==> config.mk <==
export PLATFORM = sky130hd
export DESIGN_NAME = fetch_stage
export DESIGN_NICKNAME = d
export VERILOG_FILES = /design/src/rtl/fetch_stage.sv
export SDC_FILE = /design/constraint.sdc
export NUM_CORES = 1
export LEC_CHECK = 0
export BUFFER_PORTS_ARGS = -buffer_cell sky130_fd_sc_hd__buf_2
export CAP_MARGIN = 30
export CORE_MARGIN = 1
export CORE_UTILIZATION = 55
export CTS_CLUSTER_SIZE = 16
export DETAILED_ROUTE_END_ITERATION = 7
export PLACE_DENSITY = 0.91
export SLEW_MARGIN = 20
export SYNTH_ARGS = -nofsm -noshare
export SYNTH_HDL_FRONTEND = slang
export SYNTH_SLANG_ARGS = --single-unit
==> constraint.sdc <==
create_clock -name Clk -period 4 [get_ports Clk]
set_input_delay 0.8 -clock Clk [delete_from_list [all_inputs] [get_ports Clk]]
set_output_delay 0.8 -clock Clk [all_outputs]
set_load 0.005 [all_outputs]
==> src/rtl/fetch_stage.sv <==
// Instruction-fetch stage: owns the PC, captures InstIn into the IF/ID register,
// and handles stall, redirect with flush, and halt. Optional FETCH_ALIGN_CHECK_EN
// rejects misaligned redirects and raises a sticky MisalignErr.
module fetch_stage #(
  parameter logic [31:0] RESET_PC = 32'h0000_0000,
  parameter logic [31:0] PC_STEP  = 32'd4
) (
  input  logic        Clk,
  input  logic        Rst,
  input  logic        Stall,
  input  logic        Redirect,
  input  logic [31:0] RedirectPc,
  input  logic        Halt,
  input  logic [31:0] InstIn,
  output logic [31:0] Pc,
  output logic [31:0] IfId_Inst,
  output logic [31:0] IfId_PcPlus4,
  output logic        IfId_Valid,
  output logic        Halted,
  output logic [31:0] FetchCount,
  output logic        MisalignErr,
  output logic [1:0]  dbg_state
);

  typedef enum logic [1:0] {
    S_FLUSH  = 2'd0,
    S_RUN    = 2'd1,
    S_HALTED = 2'd2
  } state_t;

  state_t      state, state_nxt;
  logic [31:0] pc_plus;
  logic [31:0] redirect_target;
  logic        redirect_ok;

  assign pc_plus         = Pc + PC_STEP;
  assign redirect_target = RedirectPc & 32'hFFFF_FFFC;

`ifdef FETCH_ALIGN_CHECK_EN
  assign redirect_ok = (RedirectPc[1:0] == 2'b00);
`else
  assign redirect_ok = 1'b1;
`endif

  always_ff @(posedge Clk) begin
    if (Rst) state <= S_FLUSH;
    else     state <= state_nxt;
  end

  // A rejected (misaligned) redirect leaves the state where it was.
  always_comb begin
    state_nxt = state;
    case (state)
      S_FLUSH:  state_nxt = Halt ? S_HALTED : S_RUN;
      S_RUN: begin
        if (Redirect)  state_nxt = S_RUN;
        else if (Halt) state_nxt = S_HALTED;
      end
      S_HALTED: if (Redirect && redirect_ok) state_nxt = S_RUN;
      default:  state_nxt = S_FLUSH;
    endcase
  end

  always_comb begin
    Halted    = (state == S_HALTED);
    dbg_state = state;
  end

  always_ff @(posedge Clk) begin
    if (Rst) begin
      Pc           <= RESET_PC;
      IfId_Inst    <= 32'h0;
      IfId_PcPlus4 <= 32'h0;
      IfId_Valid   <= 1'b0;
      FetchCount   <= 32'h0;
    end else begin
      case (state)
        S_RUN: begin
          if (Redirect) begin
            if (redirect_ok) Pc <= redirect_target;
            IfId_Inst  <= 32'h0;
            IfId_Valid <= 1'b0;
          end else if (Halt) begin
            IfId_Inst  <= 32'h0;
            IfId_Valid <= 1'b0;
          end else if (!Stall) begin
            IfId_Inst    <= InstIn;
            IfId_PcPlus4 <= pc_plus;
            IfId_Valid   <= 1'b1;
            Pc           <= pc_plus;
            FetchCount   <= FetchCount + 32'd1;
          end
        end
        S_HALTED: begin
          IfId_Valid <= 1'b0;
          if (Redirect && redirect_ok) Pc <= redirect_target;
        end
        default: IfId_Valid <= 1'b0;
      endcase
    end
  end

`ifdef FETCH_ALIGN_CHECK_EN
  always_ff @(posedge Clk) begin
    if (Rst)
      MisalignErr <= 1'b0;
    else if (Redirect && !redirect_ok && (state != S_FLUSH))
      MisalignErr <= 1'b1;
  end
`else
  assign MisalignErr = 1'b0;
`endif

endmodule

==> results of run 1 <==
logic make-up (layout without fill, tap and decap cells):
group                    after synthesis  count (layout)  share of synthesized area [%]
AND/OR/NAND/NOR                      293             293                           24.5
AO/OA/AOI/OAI                        162             162                           18.3
flip-flops                           127             127                           42.4
buffers and inverters                 75             245                           5.34
XOR/XNOR                              54              54                           7.89
multiplexers                           6               6                           1.00
adder cells (fa/ha/maj)                2               2                          0.417
other                                  1               6                         0.0626
per-stage QoR:
stage | hold WS (ps) | util (%) | instance area (um^2) | power [mW]
2_1_floorplan | 453 | - | 6010 | 1.53
3_3_place_gp | 442 | 66.5 | 6960 | 1.63
3_5_place_dp | 452 | 66.5 | 6960 | 1.63
4_1_cts | 460 | 72.7 | 7610 | 3.30
5_1_grt | 500 | 72.7 | 7610 | 3.39
6_report | 458 | 72.7 | 7610 | 3.28
metal layers:
metal | GRT usage (%) | vias to the layer above | wire length [um]
met3 | 4.78 | 50 | 1350
met2 | 45.7 | 339 | 7730
met5 | 0 | - | 0
li1 | - | 2908 | -
met4 | 16.1 | 0 | 597
met1 | 38.6 | 2827 | 7040
synth_stat cells, drive strengths merged (2+ instances only):
cell type | count | area share (%)
dfxtp | 127 | 42
nor2 | 116 | 7.3
clkbuf | 45 | 2.8
a22oi | 40 | 5.0
nand2 | 37 | 2.3
a21oi | 34 | 2.8
xnor2 | 33 | 4.8
nand3 | 26 | 2.2
a211oi | 25 | 3.2
o21ai | 25 | 2.1
buf | 21 | 1.9
xor2 | 21 | 3.1
nand4 | 20 | 2.4
nor3 | 20 | 1.7
and3 | 18 | 1.9
nor4 | 14 | 1.5
inv | 9 | 0.56
and4 | 8 | 1.2
nand3b | 7 | 0.88
mux2i | 6 | 1.0
or3 | 6 | 0.63
o22ai | 5 | 0.52
and2 | 4 | 0.42
o32ai | 4 | 0.58
a21o | 3 | 0.38
a22o | 3 | 0.44
a311oi | 3 | 0.54
a31oi | 3 | 0.31
o211ai | 3 | 0.38
o31ai | 3 | 0.38
or2 | 3 | 0.31
or4 | 3 | 0.38
ha | 2 | 0.42
nand2b | 2 | 0.21
nor2b | 2 | 0.21
o41ai | 2 | 0.29
worst max path at each step:
stage | cells past startpoint | start | endpoint
2_1_floorplan | 7 | Redirect | IfId_PcPlus4[20]$_SDFFE_PP0P_
3_3_place_gp | 7 | Redirect | IfId_PcPlus4[31]$_SDFFE_PP0P_
3_5_place_dp | 6 | Redirect | IfId_PcPlus4[6]$_SDFFE_PP0P_
4_1_cts | 6 | Pc[2]$_SDFFE_PP0P_ | IfId_PcPlus4[28]$_SDFFE_PP0P_
5_1_grt | 6 | Pc[2]$_SDFFE_PP0P_ | IfId_PcPlus4[28]$_SDFFE_PP0P_
6_report | 6 | Pc[2]$_SDFFE_PP0P_ | IfId_PcPlus4[28]$_SDFFE_PP0P_
worst min-delay path, cell delays in order (launching register included):
cell,delay [ps]
dfxtp_1,300
nand2_1,60
a21oi_1,50
power by group through the flow:
| stage | Clock [mW] | Sequential (mW) | Combinational (mW) |
|---|---|---|---|
| after floorplan | 0 | 1.35 | 0.171 |
| after global placement | 0 | 1.37 | 0.260 |
| after detailed placement | 0 | 1.37 | 0.265 |
| after CTS | 1.69 | 1.34 | 0.268 |
| after global routing | 1.75 | 1.35 | 0.296 |
| final | 1.67 | 1.34 | 0.271 |
sequential cells by signal (all words and copies together), names as in the netlist:
signal / cells
FetchCount: 32
IfId_Inst: 32
IfId_PcPlus4: 30
IfId_Valid: 1
Pc: 30
dbg_state: 2
cell type report:
cell class	count	area, um^2	area share [%]
diodes	1	2.50	0.0329
clock buffers	20	435	5.72
clock inverters	12	209	2.75
repair buffers	204	1050	13.8
flip-flops and latches	127	2540	33.4
multi-input cells	522	3170	41.6
well taps	136	170	2.24
inverters	9	33.8	0.444
==> qor.csv, run 1 <==
metric,value,unit
"Period Utilization, post-route",65.2,%
register area share after synthesis,42.4,%
FMAX,384,MHz
endpoints failing setup,0,
Routed Antenna Nets,0,
Worst Hold Launch,IfId_PcPlus4[3]$_SDFFE_PP0P_,
"Primary FF master, synth",dfxtp_1,
P per Cell Area,431,nW/um^2
Fillers,830,
core area,10500,um^2
DRT Pass-1 Iters,5,
max-cap viol count,0,
starting density of the core,57.3,%
"Largest delay share family, worst path",simple AND/OR/NAND/NOR gates,
Tmin final,2610,ps
Internal Power,2.51,mW
synthesized area per cell,8.32,um^2
Root Driver,clkbuf_8,
P&R area growth vs syn,27.0,%
Die W,106,um
die area,11300,um^2
CP max FO,8,
clock network fraction of design power,50.8,%
Min-Delay Path Depth,2,
# DRC,0,
vias in the first global route,5562,
setup_tns,0,ps
Initial DRC Count,543,
worst ir drop on vdd,0.274,mV
"commonest non-fill, non-tap cell in the layout",buf_2,
port bufs,194,
share of cells above drive strength 1,27.4,%
most frequent cells in the layout,"buf_2, dfxtp_1, nor2_1",
worst slew pin tran,910,ps
setup bufs post-CTS,0,
Worst setup EP type,register,
async set-reset flop share out of synthesis,0,%
clk slew on worst S/H paths,60,ps
r2r startpoint,Pc[2]$_SDFFE_PP0P_,
status,"finished, final reports clean",
# hold bufs at CTS,0,
R2R setup slack,1390,ps
post-place setup slack,999,ps
"Slew Viols, Final",0,
first-pass GRT wire length,26700,um
"EDFF count, synth",0,
Critical R2R Capture,IfId_PcPlus4[28]$_SDFFE_PP0P_,
"Cell Chain, Critical Path","ha_1, nand4_4, nor4_1, nand3_1, xor2_1, a211oi_1",
GP Congestion,0.947,
gr usage total,29.3,%
min-delay worst type,reg2reg,
Worst Setup Start Kind,register,
final non-filler cell total,1031,
synthesized area,5990,um^2
final net count,952,
Hold EP,IfId_PcPlus4[3]$_SDFFE_PP0P_,
clock sink count,127,
switching share of power,23.6,%
Final HPWL DP,11200,um
vias per cell,5.94,
combinational power share,8.2,%
CTS tree,yes,
placed cell count,998,
CTS resizes,0,
Clock H-tree levels,4,
WP buf/inv,0,
CTS Buf Count,17,
boundary pin count,202,
Clock Latency Late Sink,500,ps
initial antenna violation count,1,
critical path type,reg2reg,
Synth cell types,62,
CTS Buffer Depth,2,
skew final,11.5,ps
Die H,106,um
crit path max-delay cell type,nor4_1,
RSZ-0062 raised after global routing,no,
worst path required time,4410,ps
Yosys Warn Count,0,
Final Hold Fails,0,
Slew HR,38.8,%
row count,37,
WL per Instance,16.2,um
Vias,6124,
worst setup margin,1390,ps
Crit path arrival time,3020,ps
Switch Pwr,0.775,mW
GRT Residual Overflow,0,
cells after synthesis,720,
Register-to-Register Path Depth,6,
total detailed-routing wirelength,16700,um
CP max stage delay,840,ps
register bit total from synthesis,127,
Leakage,3.19,nW
largest net degree at the start of global routing,50,
Flop pwr share,40.9,%
(Power assumes the default switching activity.)
==> inputs of run 2 (changes only) <==
--- a/config.mk
+++ b/config.mk
@@ -8,10 +8,10 @@
 export BUFFER_PORTS_ARGS = -buffer_cell sky130_fd_sc_hd__buf_2
 export CAP_MARGIN = 30
 export CORE_MARGIN = 1
-export CORE_UTILIZATION = 55
+export CORE_UTILIZATION = 46
 export CTS_CLUSTER_SIZE = 16
 export DETAILED_ROUTE_END_ITERATION = 7
-export PLACE_DENSITY = 0.91
+export PLACE_DENSITY = 0.82
 export SLEW_MARGIN = 20
 export SYNTH_ARGS = -nofsm -noshare
 export SYNTH_HDL_FRONTEND = slang
==> constraint.sdc (replaced) <==
create_clock -name Clk -period 2.2 [get_ports Clk]
set_input_delay 0.44 -clock Clk [delete_from_list [all_inputs] [get_ports Clk]]
set_output_delay 0.44 -clock Clk [all_outputs]
set_load 0.005 [all_outputs]
==> qor.csv, run 2 (same netlist as run 1, synthesis figures left out) <==
metric,value,unit,change
status,"finished, final reports clean",,
worst path required time,2540,ps,-1870 ps
RSZ-0062 raised after global routing,no,,
most frequent cells in the layout,"buf_2, dfxtp_1, nor2_1",,
critical path type,reg2reg,,
max-cap viol count,0,,unchanged
P per Cell Area,738,nW/um^2,+71%
worst slew pin tran,546,ps,-364 ps
r2r startpoint,Pc[2]$_SDFFE_PP0P_,,
Worst Setup EP,IfId_PcPlus4[27]$_SDFFE_PP0P_,,
setup bufs post-CTS,0,,unchanged
Clock Latency Late Sink,410,ps,-90 ps
crit path max-delay cell type,or4_1,,
GR Layer Usage met3,6.95,%,+2.2 points
Min-Delay Path Depth,3,,+1
Initial DRC Count,588,,+8.3%
die area,13500,um^2,+19%
first-pass GRT wire length,26400,um,-1.1%
Global Route met1 Usage,32.5,%,-6.1 points
placed cell areas,7360,um^2,+5.7%
skew final,6.55,ps,-4.91 ps
largest net degree at the start of global routing,109,,+120%
"Largest delay share family, worst path",simple AND/OR/NAND/NOR gates,,
Final Power,5.89,mW,+79%
CP max stage delay,700,ps,-140 ps
core area,12700,um^2,+21%
Die H,116,um,+9.2%
gr usage total,25.5,%,-3.8 points
share of cells above drive strength 1,30.6,%,+3.2 points
"Period Utilization, post-route",95.6,%,+30 points
"commonest non-fill, non-tap cell in the layout",buf_2,,
boundary pin count,202,,unchanged
Final HPWL DP,12000,um,+7.3%
final non-filler cell total,1104,,+7.1%
critical path startpoint,Pc[2]$_SDFFE_PP0P_,,
CTS Buf Count,17,,unchanged
final net count,989,,+3.9%
Root Driver,clkbuf_16,,
Worst Setup Start Kind,register,,
port bufs,194,,unchanged
GRT Residual Overflow,0,,unchanged
worst ir drop on vdd,0.476,mV,+74%
initial antenna violation count,0,,-1
# hold bufs at CTS,0,,unchanged
clk slew on worst S/H paths,60,ps,about the same
Tmin final,2100,ps,-504 ps
starting density of the core,47.3,%,-10 points
clock sink count,127,,unchanged
min-delay worst type,in2reg,,
Die W,116,um,+9.2%
Crit path depth,6,,unchanged
CTS Buffer Depth,2,,unchanged
Slew HR,63.3,%,+25 points
vias per cell,5.43,,-8.6%
Hold WS,276,ps,-182 ps
design area,7980,um^2,+4.9%
P&R area growth vs syn,33.1,%,
R2R setup slack,100,ps,-1300 ps
Top Registers,"FetchCount x32, IfId_Inst x32",,
total detailed-routing wirelength,17000,um,+1.8%
row count,41,,+11%
Register-to-Register Path Depth,6,,unchanged
Final Hold Fails,0,,unchanged
WP buf/inv,1,,+1
Routed Antenna Nets,0,,unchanged
Leakage,3.39,nW,+6.2%
WL per Instance,15.4,um,-4.9%
GP Congestion,0.879,,-7.2%
FMAX,475,MHz,+24%
Vias,5995,,-2.1%
Clock H-tree levels,4,,unchanged
endpoints failing setup,0,,unchanged
GRT Max-Usage Layer,met2,,
Critical R2R Capture,IfId_PcPlus4[27]$_SDFFE_PP0P_,,
vias in the first global route,5329,,-4.2%
CP max FO,6,,-2
placed cell count,1071,,+7.3%
"Slew Viols, Final",0,,unchanged
DRT Pass-1 Iters,5,,unchanged
"Cell Chain, Critical Path","buf_4, and4_1, nand3_1, or4_1, xor2_1, a211oi_2",,
Worst setup EP type,register,,
CTS resizes,0,,unchanged
GR met2 Demand/Resource,40.7,%,-5.1 points
Crit path arrival time,2440,ps,-580 ps
# DRC,0,,unchanged
CTS tree,yes,,
==> run 2: routing by layer <==
layer	routed length (um)	up-vias	share of wire [%]
met2	7880	257	46
met5	0	-	0
li1	-	2978	-
met3	1310	25	7.7
met4	363	0	2.1
met1	7460	2735	44
==> run 2: area by class of cell <==
class                           count  area (um^2)
Fill cell                        1120         4690
Inverter                            9         33.8
Clock inverter                     15          186
Multi-Input combinational cell    522         3170
Clock buffer                       17          425
Tap cell                          172          215
Antenna cell                        1         2.50
Sequential cell                   127         2540
Timing Repair Buffer              241         1400
==> run 2: how the worst min path moves through the flow <==
stage | start | to
2_1_floorplan | IfId_PcPlus4[2]$_SDFFE_PP0P_ | IfId_PcPlus4[2]$_SDFFE_PP0P_
3_3_place_gp | IfId_PcPlus4[2]$_SDFFE_PP0P_ | IfId_PcPlus4[2]$_SDFFE_PP0P_
3_5_place_dp | IfId_PcPlus4[2]$_SDFFE_PP0P_ | IfId_PcPlus4[2]$_SDFFE_PP0P_
4_1_cts | InstIn[19] | IfId_Inst[19]$_SDFFE_PP0P_
5_1_grt | InstIn[29] | IfId_Inst[29]$_SDFFE_PP0P_
6_report | InstIn[13] | IfId_Inst[13]$_SDFFE_PP0P_
==> run 2: tightest hold or removal path: stages <==
cell and delay (ps):
buf_2 80, a22oi_1 60, nor2_1 70
==> run 2: where the power goes <==
group,internal [mW],leakage (nW),total (mW),switching [mW]
Clock,1.80,0.287,2.89,1.09
Sequential,2.36,1.03,2.41,0.0568
Combinational,0.257,2.07,0.585,0.328
==> run 2: through the flow <==
| stage | util [%] | setup TNS, ps | setup WS, ps |
|---|---|---|---|
| 3_5_place_dp | 58.1 | -133 | -67.5 |
| 5_1_grt | 62.9 | 0 | 1.54 |
| 4_1_cts | 62.9 | 0 | 81.9 |
| 3_3_place_gp | 58.1 | -21.1 | -21.1 |
| 2_1_floorplan | - | 0 | 6.23 |
| 6_report | 63.0 | 0 | 96.8 |
